<file path="config.mk">
export PLATFORM = sky130hd
export DESIGN_NAME = i2c_arb_seq
export DESIGN_NICKNAME = d
export VERILOG_FILES = /design/src/rtl/i2c_pkg.sv /design/src/rtl/i2c_rr_arbiter.sv /design/src/rtl/i2c_arb_seq.sv
export SDC_FILE = /design/constraint.sdc
export NUM_CORES = 1
export LEC_CHECK = 0
export ABC_AREA = 0
export CAP_MARGIN = 40
export CORE_MARGIN = 10
export CORE_UTILIZATION = 45
export DETAILED_ROUTE_END_ITERATION = 6
export HOLD_SLACK_MARGIN = 0.02
export PLACE_DENSITY = 0.79
export SETUP_SLACK_MARGIN = 0.2
export SYNTH_ARGS = -nofsm -noshare
export SYNTH_HDL_FRONTEND = slang
export SYNTH_SLANG_ARGS = --single-unit
</file>
<file path="constraint.sdc">
create_clock -name clk -period 4.15 [get_ports clk]
set_clock_uncertainty 0.15 [all_clocks]
set_input_delay 0.415 -clock clk [delete_from_list [all_inputs] [get_ports clk]]
set_output_delay 0.415 -clock clk [all_outputs]
set_load 0.02 [all_outputs]
</file>
<file path="src/rtl/i2c_pkg.sv">
// Shared types and constants for the two-requester I2C transaction sequencer.
// Holds the FSM state enum, the bus field widths and the default timeout.
package i2c_pkg;

   localparam int          ADDR_W      = 7;
   localparam int          DATA_W      = 8;
   localparam logic [15:0] TIMEOUT_DEF = 16'd50000;

   typedef enum logic [1:0] {
      ST_IDLE  = 2'd0,
      ST_ISSUE = 2'd1,
      ST_BUSY  = 2'd2,
      ST_DONE  = 2'd3
   } state_t;

   function automatic logic [1:0] idx_onehot(input logic idx);
      return idx ? 2'b10 : 2'b01;
   endfunction

endpackage

</file>
<file path="src/rtl/i2c_rr_arbiter.sv">
// Two-way round-robin grant: a lone request wins, a tie goes to the index
// that was not granted last. The pointer favours index 0 out of reset.
module i2c_rr_arbiter
   import i2c_pkg::*;
(
   input  logic       clk,
   input  logic       rst,
   input  logic [1:0] i_req,
   input  logic       i_take,
   output logic       o_gnt_vld,
   output logic       o_gnt_idx
);

   logic r_last;
   logic w_idx;

   // NOTE: every always_comb output gets a default first so no path leaves it unassigned (no latch).
   always_comb begin
      w_idx = 1'b0;
      case (i_req)
         2'b01:   w_idx = 1'b0;
         2'b10:   w_idx = 1'b1;
         2'b11:   w_idx = ~r_last;
         default: w_idx = 1'b0;
      endcase
   end

   assign o_gnt_vld = |i_req;
   assign o_gnt_idx = w_idx;

   // NOTE: state registers use non-blocking assignments and an async active-low reset.
   always_ff @(posedge clk or negedge rst) begin
      if (!rst) begin
         r_last <= 1'b1;
      end else if (i_take && o_gnt_vld) begin
         r_last <= w_idx;
      end
   end

endmodule

</file>
<file path="src/rtl/i2c_arb_seq.sv">
// Arbitrates two requesters onto one i2c_master: latches the winner's request,
// drives the master from those latches and reports completion or timeout.
module i2c_arb_seq
   import i2c_pkg::*;
#(
   parameter logic [15:0] TIMEOUT = TIMEOUT_DEF
)(
   input  logic              clk,
   input  logic              rst,
   input  logic [1:0]        req_valid,
   input  logic [1:0]        req_rw,
   input  logic [ADDR_W-1:0] req_addr0,
   input  logic [ADDR_W-1:0] req_addr1,
   input  logic [DATA_W-1:0] req_data0,
   input  logic [DATA_W-1:0] req_data1,
   output logic [1:0]        req_ack,
   output logic [1:0]        rsp_done,
   output logic              rsp_err,
   output logic [DATA_W-1:0] rsp_data,
   output logic              mst_en,
   output logic              mst_rw,
   output logic [ADDR_W-1:0] mst_addr,
   output logic [DATA_W-1:0] mst_data,
   input  logic              mst_ready,
   input  logic [DATA_W-1:0] mst_data_out
);

   state_t            r_state;
   state_t            w_next;
   logic              r_idx;
   logic              r_rw;
   logic [ADDR_W-1:0] r_addr;
   logic [DATA_W-1:0] r_data;
   logic [15:0]       r_tmo;
   logic [1:0]        r_ack;
   logic              r_err;
   logic [DATA_W-1:0] r_rdata;

   logic w_gnt_vld;
   logic w_gnt_idx;
   logic w_take;
   logic w_tmo_hit;
   logic w_tmo_abort;

   i2c_rr_arbiter u_arb (
      .clk       (clk),
      .rst       (rst),
      .i_req     (req_valid),
      .i_take    (w_take),
      .o_gnt_vld (w_gnt_vld),
      .o_gnt_idx (w_gnt_idx)
   );

   assign w_take    = (r_state == ST_IDLE) && mst_ready && w_gnt_vld;
   // >= rather than == so an acceptance landing on the limit still times out in BUSY
   assign w_tmo_hit = (r_tmo >= (TIMEOUT - 16'd1));

   always_comb begin
      w_next      = r_state;
      w_tmo_abort = 1'b0;
      case (r_state)
         ST_IDLE: begin
            if (w_take) w_next = ST_ISSUE;
         end
         ST_ISSUE: begin
            if (!mst_ready) begin
               w_next = ST_BUSY;
            end else if (w_tmo_hit) begin
               w_next      = ST_DONE;
               w_tmo_abort = 1'b1;
            end
         end
         ST_BUSY: begin
            if (mst_ready) begin
               w_next = ST_DONE;
            end else if (w_tmo_hit) begin
               w_next      = ST_DONE;
               w_tmo_abort = 1'b1;
            end
         end
         ST_DONE: begin
            w_next = ST_IDLE;
         end
         default: begin
            w_next = ST_IDLE;
         end
      endcase
   end

   always_ff @(posedge clk or negedge rst) begin
      if (!rst) begin
         r_state <= ST_IDLE;
         r_idx   <= 1'b0;
         r_rw    <= 1'b0;
         r_addr  <= '0;
         r_data  <= '0;
         r_tmo   <= '0;
         r_ack   <= 2'b00;
         r_err   <= 1'b0;
         r_rdata <= '0;
      end else begin
         r_state <= w_next;
         r_ack   <= 2'b00;
         r_err   <= w_tmo_abort;

         if (w_take) begin
            r_idx  <= w_gnt_idx;
            r_rw   <= req_rw[w_gnt_idx];
            r_addr <= w_gnt_idx ? req_addr1 : req_addr0;
            r_data <= w_gnt_idx ? req_data1 : req_data0;
            r_ack  <= idx_onehot(w_gnt_idx);
            r_tmo  <= '0;
         end else if ((r_state == ST_ISSUE) || (r_state == ST_BUSY)) begin
            r_tmo <= r_tmo + 16'd1;
         end

         // read byte is only taken on a genuine completion; timeouts and writes report zero
         if ((w_next == ST_DONE) && (r_state != ST_DONE)) begin
            r_rdata <= (r_rw && !w_tmo_abort) ? mst_data_out : '0;
         end
      end
   end

   assign req_ack  = r_ack;
   assign rsp_done = (r_state == ST_DONE) ? idx_onehot(r_idx) : 2'b00;
   assign rsp_err  = r_err;
   assign rsp_data = r_rdata;
   assign mst_en   = (r_state == ST_ISSUE);
   assign mst_rw   = r_rw;
   assign mst_addr = r_addr;
   assign mst_data = r_data;

endmodule

</file>
==> reports/metrics.yaml, run 1 <==
status: "complete, no violations"
crit-reg2reg-launch: "r_state[0]"
design.core.area_um2: 4786
die_h_um: 90.55
arrival_ns: 2.69
io_pins: 75
pre_cts_ws_ns: 1.221
timing.final.crit_share_pct: 64.15
synth.yosys.seq_area_share_pct: 52.57
drtPass1Iterations: 6
antennaDiodeCount: 0
grt_use_total_pct: 14.17
hold_path_class: "flop to flop"
avgViaCountPerCell: 5.358
yosysWarnings: 0
cts.sink_count: 47
pwr_density_cell_nw_per_um2: 572.4
grt_overflow: 0
grt_pass1_wl_um: 9528
p_leak_uw: 0.001451
detail_route.wl_per_cell_um: 16.84
ys.flop_type: "dfrtp_1"
htree_num_levels: 2
rows: 25
critPathLaunchType: "flop"
grt_pass1_vias: 1856
path_class: "flop to flop"
critPathLaunch: "r_state[0]"
layout_setup_ws_ns: 1.488
grt_setup_unrepaired: "no"
fin_crit_ns: 2.662
slew_headroom_pct: 51.43
area_growth_pct: 40.67
wirelength_um: 5827
drv_cap: 0
dp_hpwl_um: 4470
port_buffers: 74
tritoncts: "yes"
synth_cells: 201
max_freq_ghz: 0.3756
slew_violations: 0
syn-num-nets: 252
synth_edf_count: 0
tightest_slew_ns: 0.7285
ys_ff_latch: 47
fin_cells: 346
grt_max_degree: 28
placed_cells: 337
syn_avg_cell_area_um2: 11.14
path_clk_slew_ns: 0.08
drive_gt1_share_pct: 8.961
critPathCaptureType: "flop"
ys_types: 36
chipWidth_um: 90.55
die_area_um2: 8198
drc_errors: 0
clock_latency_ns: 0.29
ir_drop_v: 0.0003508
cp.required_ns: 4.18
synthArstFlopShare_pct: 100.0
start_util_pct: 46.80
numCtsBuffers: 5
n_fill_cell: 413
num_vias: 1854
antenna_found_initial: 0
final_hold_viol_count: 0
final_core_util_pct: 65.83
min_from: "mst_addr[3]"
fin_nets: 329
setup_tns_ns: 0
drt_iter0_drc: 130
gp_congestion: 0.7702
synth_area_um2: 2240
finalSetupViolCount: 0
clk_path_buf_depth: 2
critPathMaxFanout: 20
root_buffer: "clkbuf_8"
ant_nets: 0
-- cell usage after synthesis, drive strengths merged (4+ instances only) --
| master | count | share of area (%) |
|---|---|---|
| inv | 19 | 3.2 |
| xnor2 | 5 | 2.0 |
| and3 | 15 | 4.2 |
| mux2 | 9 | 4.5 |
| a21oi | 4 | 0.89 |
| nand2 | 5 | 0.84 |
| xor2 | 7 | 2.7 |
| ha | 6 | 3.4 |
| a222oi | 16 | 7.2 |
| nor2 | 22 | 3.7 |
| nand3 | 8 | 1.8 |
| dfrtp | 46 | 51 |
| o21ai | 5 | 1.1 |
| buf | 5 | 1.1 |
-- cell families (layout without fill, tap and decap cells) --
logic type	count (synthesis)	in the layout	synth area share, %
buffers and inverters	27	105	4.749
XOR/XNOR	12	12	4.693
multiplexers	10	10	4.972
flip-flops	47	47	52.57
AO/OA/AOI/OAI	39	39	16.15
adder cells (fa/ha/maj)	6	6	3.352
AND/OR/NAND/NOR	60	60	13.52
-- per-stage QoR --
step / hold WS, ns / power, uW / cell area, um^2
global placement: 0.3203 / 1531 / 3039
CTS: 0.3490 / 1821 / 3151
floorplan: -0.03059 / 1174 / 2240
detailed placement: 0.2494 / 1560 / 3059
global route: 0.3725 / 1923 / 3151
finish: 0.3447 / 1803 / 3151
-- repair_timing --
action                    4_1_cts  5_1_grt
hold endpoints to repair       19        0
hold buffers                    1        0
gates resized for setup         0        0
buffers inserted                0        0
-- registers in the layout, indices dropped and copies added (netlist names) --
signal        cells
req_ack           2
mst_rw            1
mst_data          8
r_state           2
r_tmo            16
rsp_data          8
r_idx             1
mst_addr          7
rsp_err           1
u_arb.r_last      1
-- cells in the final DEF (no fill, tap or decap), types with 4 or more instances in the layout --
master / n
clkdlybuf4s50_1: 73
and3_1: 15
a222oi_1: 16
nor2_1: 22
dfrtp_1: 46
nand2_1: 5
xor2_1: 7
mux2_2: 9
o21ai_0: 5
xnor2_1: 5
inv_1: 19
ha_1: 6
nand3_1: 8
a21oi_1: 4
clkbuf_8: 5
-- area by class of cell --
cell class                 instances  area [um^2]  share of cell area [%]
sequential                        47         1177                   37.37
multi-input combinational        127        955.9                   30.34
timing repair buffer              78        780.7                   24.78
tap                               67        83.83                   2.661
clock buffer                       7        76.32                   2.423
inverter                          19        71.32                   2.264
clock inverter                     1        5.005                  0.1589
-- worst paths after layout --
path | endpoint | slack (ns) | cells past startpoint
min in group asynchronous | mst_addr[0] | 0.48 | 2
max in group asynchronous | rsp_data[4] | 2.87 | 3
max | rsp_data[1] | 1.49 | 8
max reg2reg | rsp_data[1] | 1.49 | 8
min reg2reg | mst_addr[3] | 0.34 | 2
min | mst_addr[3] | 0.34 | 2
-- power breakdown --
| group | switching [uW] | total, uW | internal (uW) | leakage, uW |
|---|---|---|---|---|
| Clock | 141 | 260 | 118 | 0.0000422 |
| Combinational | 432 | 844 | 412 | 0.000796 |
| Sequential | 100 | 700 | 600 | 0.000613 |
| Total | 673 | 1800 | 1130 | 0.00145 |
-- worst max-delay path, stage by stage (launching register included) --
cell and delay [ns]:
dfrtp_1 0.47, inv_1 0.13, ha_1 0.24, o211ai_1 0.12, buf_4 0.29, and3_1 0.20
o21ai_0 0.14, a211oi_4 0.40, mux2_2 0.39
-- layer usage --
metal  share of wire [%]  vias to the layer above  GRT usage [%]
met5                   0                        -              0
met4                 1.7                        0          4.907
met3                 4.4                        9          2.660
met2                  53                       51          25.48
met1                  41                      912          16.25
li1                    -                      882              -
Power figures use the tool's default switching activity.
==> inputs of run 2 (changes only) <==
==> constraint.sdc (replaced) <==
create_clock -name clk -period 2.5 [get_ports clk]
set_clock_uncertainty 0.15 [all_clocks]
set_input_delay 0.25 -clock clk [delete_from_list [all_inputs] [get_ports clk]]
set_output_delay 0.25 -clock clk [all_outputs]
set_load 0.02 [all_outputs]
==> run 2 against run 1 <==
Utilization increased by 3.5 points. Worst setup slack got worse by 1.2 ns. Critical path depth unchanged. Sequential share of layout area decreased by 1.9 points.
==> reports/metrics.yaml, run 2 (same netlist as run 1, synthesis figures left out) <==
layout_common_cells: "clkdlybuf4s50_1, dfrtp_1, nor2_1"
grt_max_degree: 20  # -29%
timing.final.crit_share_pct: 88.38  # +24 points
setup_tns_ns: 0  # unchanged
stdcell_area_um2: 3316  # +5.2%
critPathMaxFanout: 8  # -60%
antenna_found_initial: 0  # unchanged
numCtsBuffers: 5  # unchanged
clk_path_buf_depth: 2  # unchanged
fin_nets: 345  # +4.9%
detail_route.wl_per_cell_um: 16.53  # -1.8%
fin_cells: 362  # +4.6%
crit_chain: "inv_2 -> ha_2 -> o211ai_1 -> a311oi_1 -> o21ai_1 -> a211oi_4 -> buf_12 -> mux2_2"
mostFrequentLayoutCell: "clkdlybuf4s50_1"
drt_iter0_drc: 136  # +4.6%
arrival_ns: 2.24  # -0.45 ns
cp.required_ns: 2.53  # -1.65 ns
design.core.area_um2: 4786  # unchanged
max_freq_ghz: 0.4526  # +20%
port_buffers: 74  # unchanged
grt_pass1_vias: 1899  # +2.3%
path_clk_slew_ns: 0.08  # about the same
drc_errors: 0  # unchanged
final_hold_viol_count: 0  # unchanged
finalSetupViolCount: 0  # unchanged
drv_cap: 0  # unchanged
slew_violations: 0  # unchanged
dp_hpwl_um: 4658  # +4.2%
wirelength_um: 5984  # +2.7%
num_vias: 1914  # +3.2%
die_area_um2: 8198  # unchanged
drive_gt1_share_pct: 17.29  # +8.3 points
grt_pass1_wl_um: 9798  # +2.8%
critPathCaptureType: "flop"
worst_path_dominant_cell_family: "compound AO/OA/AOI/OAI gates"
cp.buffers_inverters: 2  # unchanged
ant_nets: 0  # unchanged
die_h_um: 90.55  # unchanged
largest_reg_flops: 16  # unchanged
chipWidth_um: 90.55  # unchanged
status: "complete, no violations"
grt_use_total_pct: 14.48  # +0.31 points
pre_cts_ws_ns: -0.04642  # -1.268 ns
path_class: "flop to flop"
tritoncts: "yes"
root_buffer: "clkbuf_8"
clock_latency_ns: 0.30  # about the same
layout_setup_ws_ns: 0.2904  # -1.197 ns
grt_overflow: 0  # unchanged
fin_crit_ns: 2.210  # -0.4526 ns
io_pins: 75  # unchanged
finalPower_uw: 3183  # +77%
placed_cells: 347  # +3.0%
area_growth_pct: 48.04
avgViaCountPerCell: 5.287  # -1.3%
place_area_um2: 3126  # +2.2%
cp_slowest_cell: "dfrtp_1"
hold_path_class: "input pin to async pin"
antennaDiodeCount: 0  # unchanged
ir_drop_v: 0.0006386  # +82%
slowest_delay_ns: 0.40  # -0.07 ns
start_util_pct: 46.80  # unchanged
critPathLaunchType: "flop"
slew_headroom_pct: 61.91  # +10 points
tightest_slew_ns: 0.5688  # -0.1597 ns
gp_congestion: 0.8445  # +9.6%
top_register: "r_tmo"
cts.sink_count: 47  # unchanged
drtPass1Iterations: 5  # -1
htree_num_levels: 2  # unchanged
p_leak_uw: 0.001533  # +5.6%
grt_setup_unrepaired: "no"
rows: 25  # unchanged
pwr_density_cell_nw_per_um2: 960.1  # +68%
==> run 2: cell types whose count changed in the layout (fill, tap and decap cells not counted), moves of 2 or more <==
cell      previous run  this run
clkbuf_8             5         7
nand3_2              0         2
inv_1               19        17
ha_2                 0         4
ha_1                 6         2
nand3_1              8         6
buf_4                2        17
inv_2                0         2
==> run 2: layout make-up <==
| type | count | area (um^2) |
|---|---|---|
| inverter | 19 | 71.32 |
| sequential | 47 | 1177 |
| timing repair buffer | 94 | 904.6 |
| tap | 67 | 83.83 |
| multi-input combinational | 127 | 978.4 |
| fill | 364 | 1470 |
| clock buffer | 8 | 100.1 |
==> run 2: worst reg2reg max path, delay by kind of cell, from the launching register on <==
| family | cells | cell delay (ns) |
|---|---|---|
| adder cells (fa/ha/maj) | 1 | 0.20 |
| flip-flops | 1 | 0.40 |
| buffers and inverters | 2 | 0.25 |
| multiplexers | 1 | 0.33 |
| AO/OA/AOI/OAI | 4 | 0.79 |
==> run 2: metrics by stage <==
step	util, %	hold WS, ns
2_1_floorplan	-	-0.1956
3_3_place_gp	65.07	0.001198
3_5_place_dp	65.31	0.001595
4_1_cts	68.24	0.2207
5_1_grt	69.28	0.2444
6_report	69.28	0.2230
==> run 2: final timing paths <==
path / slack, ns / start / endpoint / cells past startpoint
min in group clk: 0.34 / mst_addr[5] / mst_addr[5] / 2
worst max register to register: 0.29 / r_state[1] / rsp_data[1] / 8
worst max-delay path: 0.29 / r_state[1] / rsp_data[1] / 8
worst min register to register: 0.34 / mst_addr[5] / mst_addr[5] / 2
max in group asynchronous: 1.38 / rst / u_arb.r_last / 3
worst min-delay path: 0.22 / rst / r_tmo[4] / 2
==> run 2: repair_timing <==
item / 4_1_cts / 5_1_grt
resized for setup: 3 / 7
hold buffers: 1 / 0
buffers inserted: 2 / 4
pin swaps: 2 / 2
endpoints found under the hold margin: 12 / 0
endpoints found under the setup margin: 8 / 11
==> run 2: per-layer routing <==
metal / GRT usage, % / routed length (um)
met1: 17.34 / 2482
met2: 25.12 / 3192
met3: 2.993 / 220
met4: 4.642 / 89
met5: 0 / 0
==> run 2: where the power goes <==
part | total [uW] | internal, uW | switching (uW)
registers | 1140 | 997 | 143
logic | 1560 | 786 | 772
clock network | 486 | 252 | 234
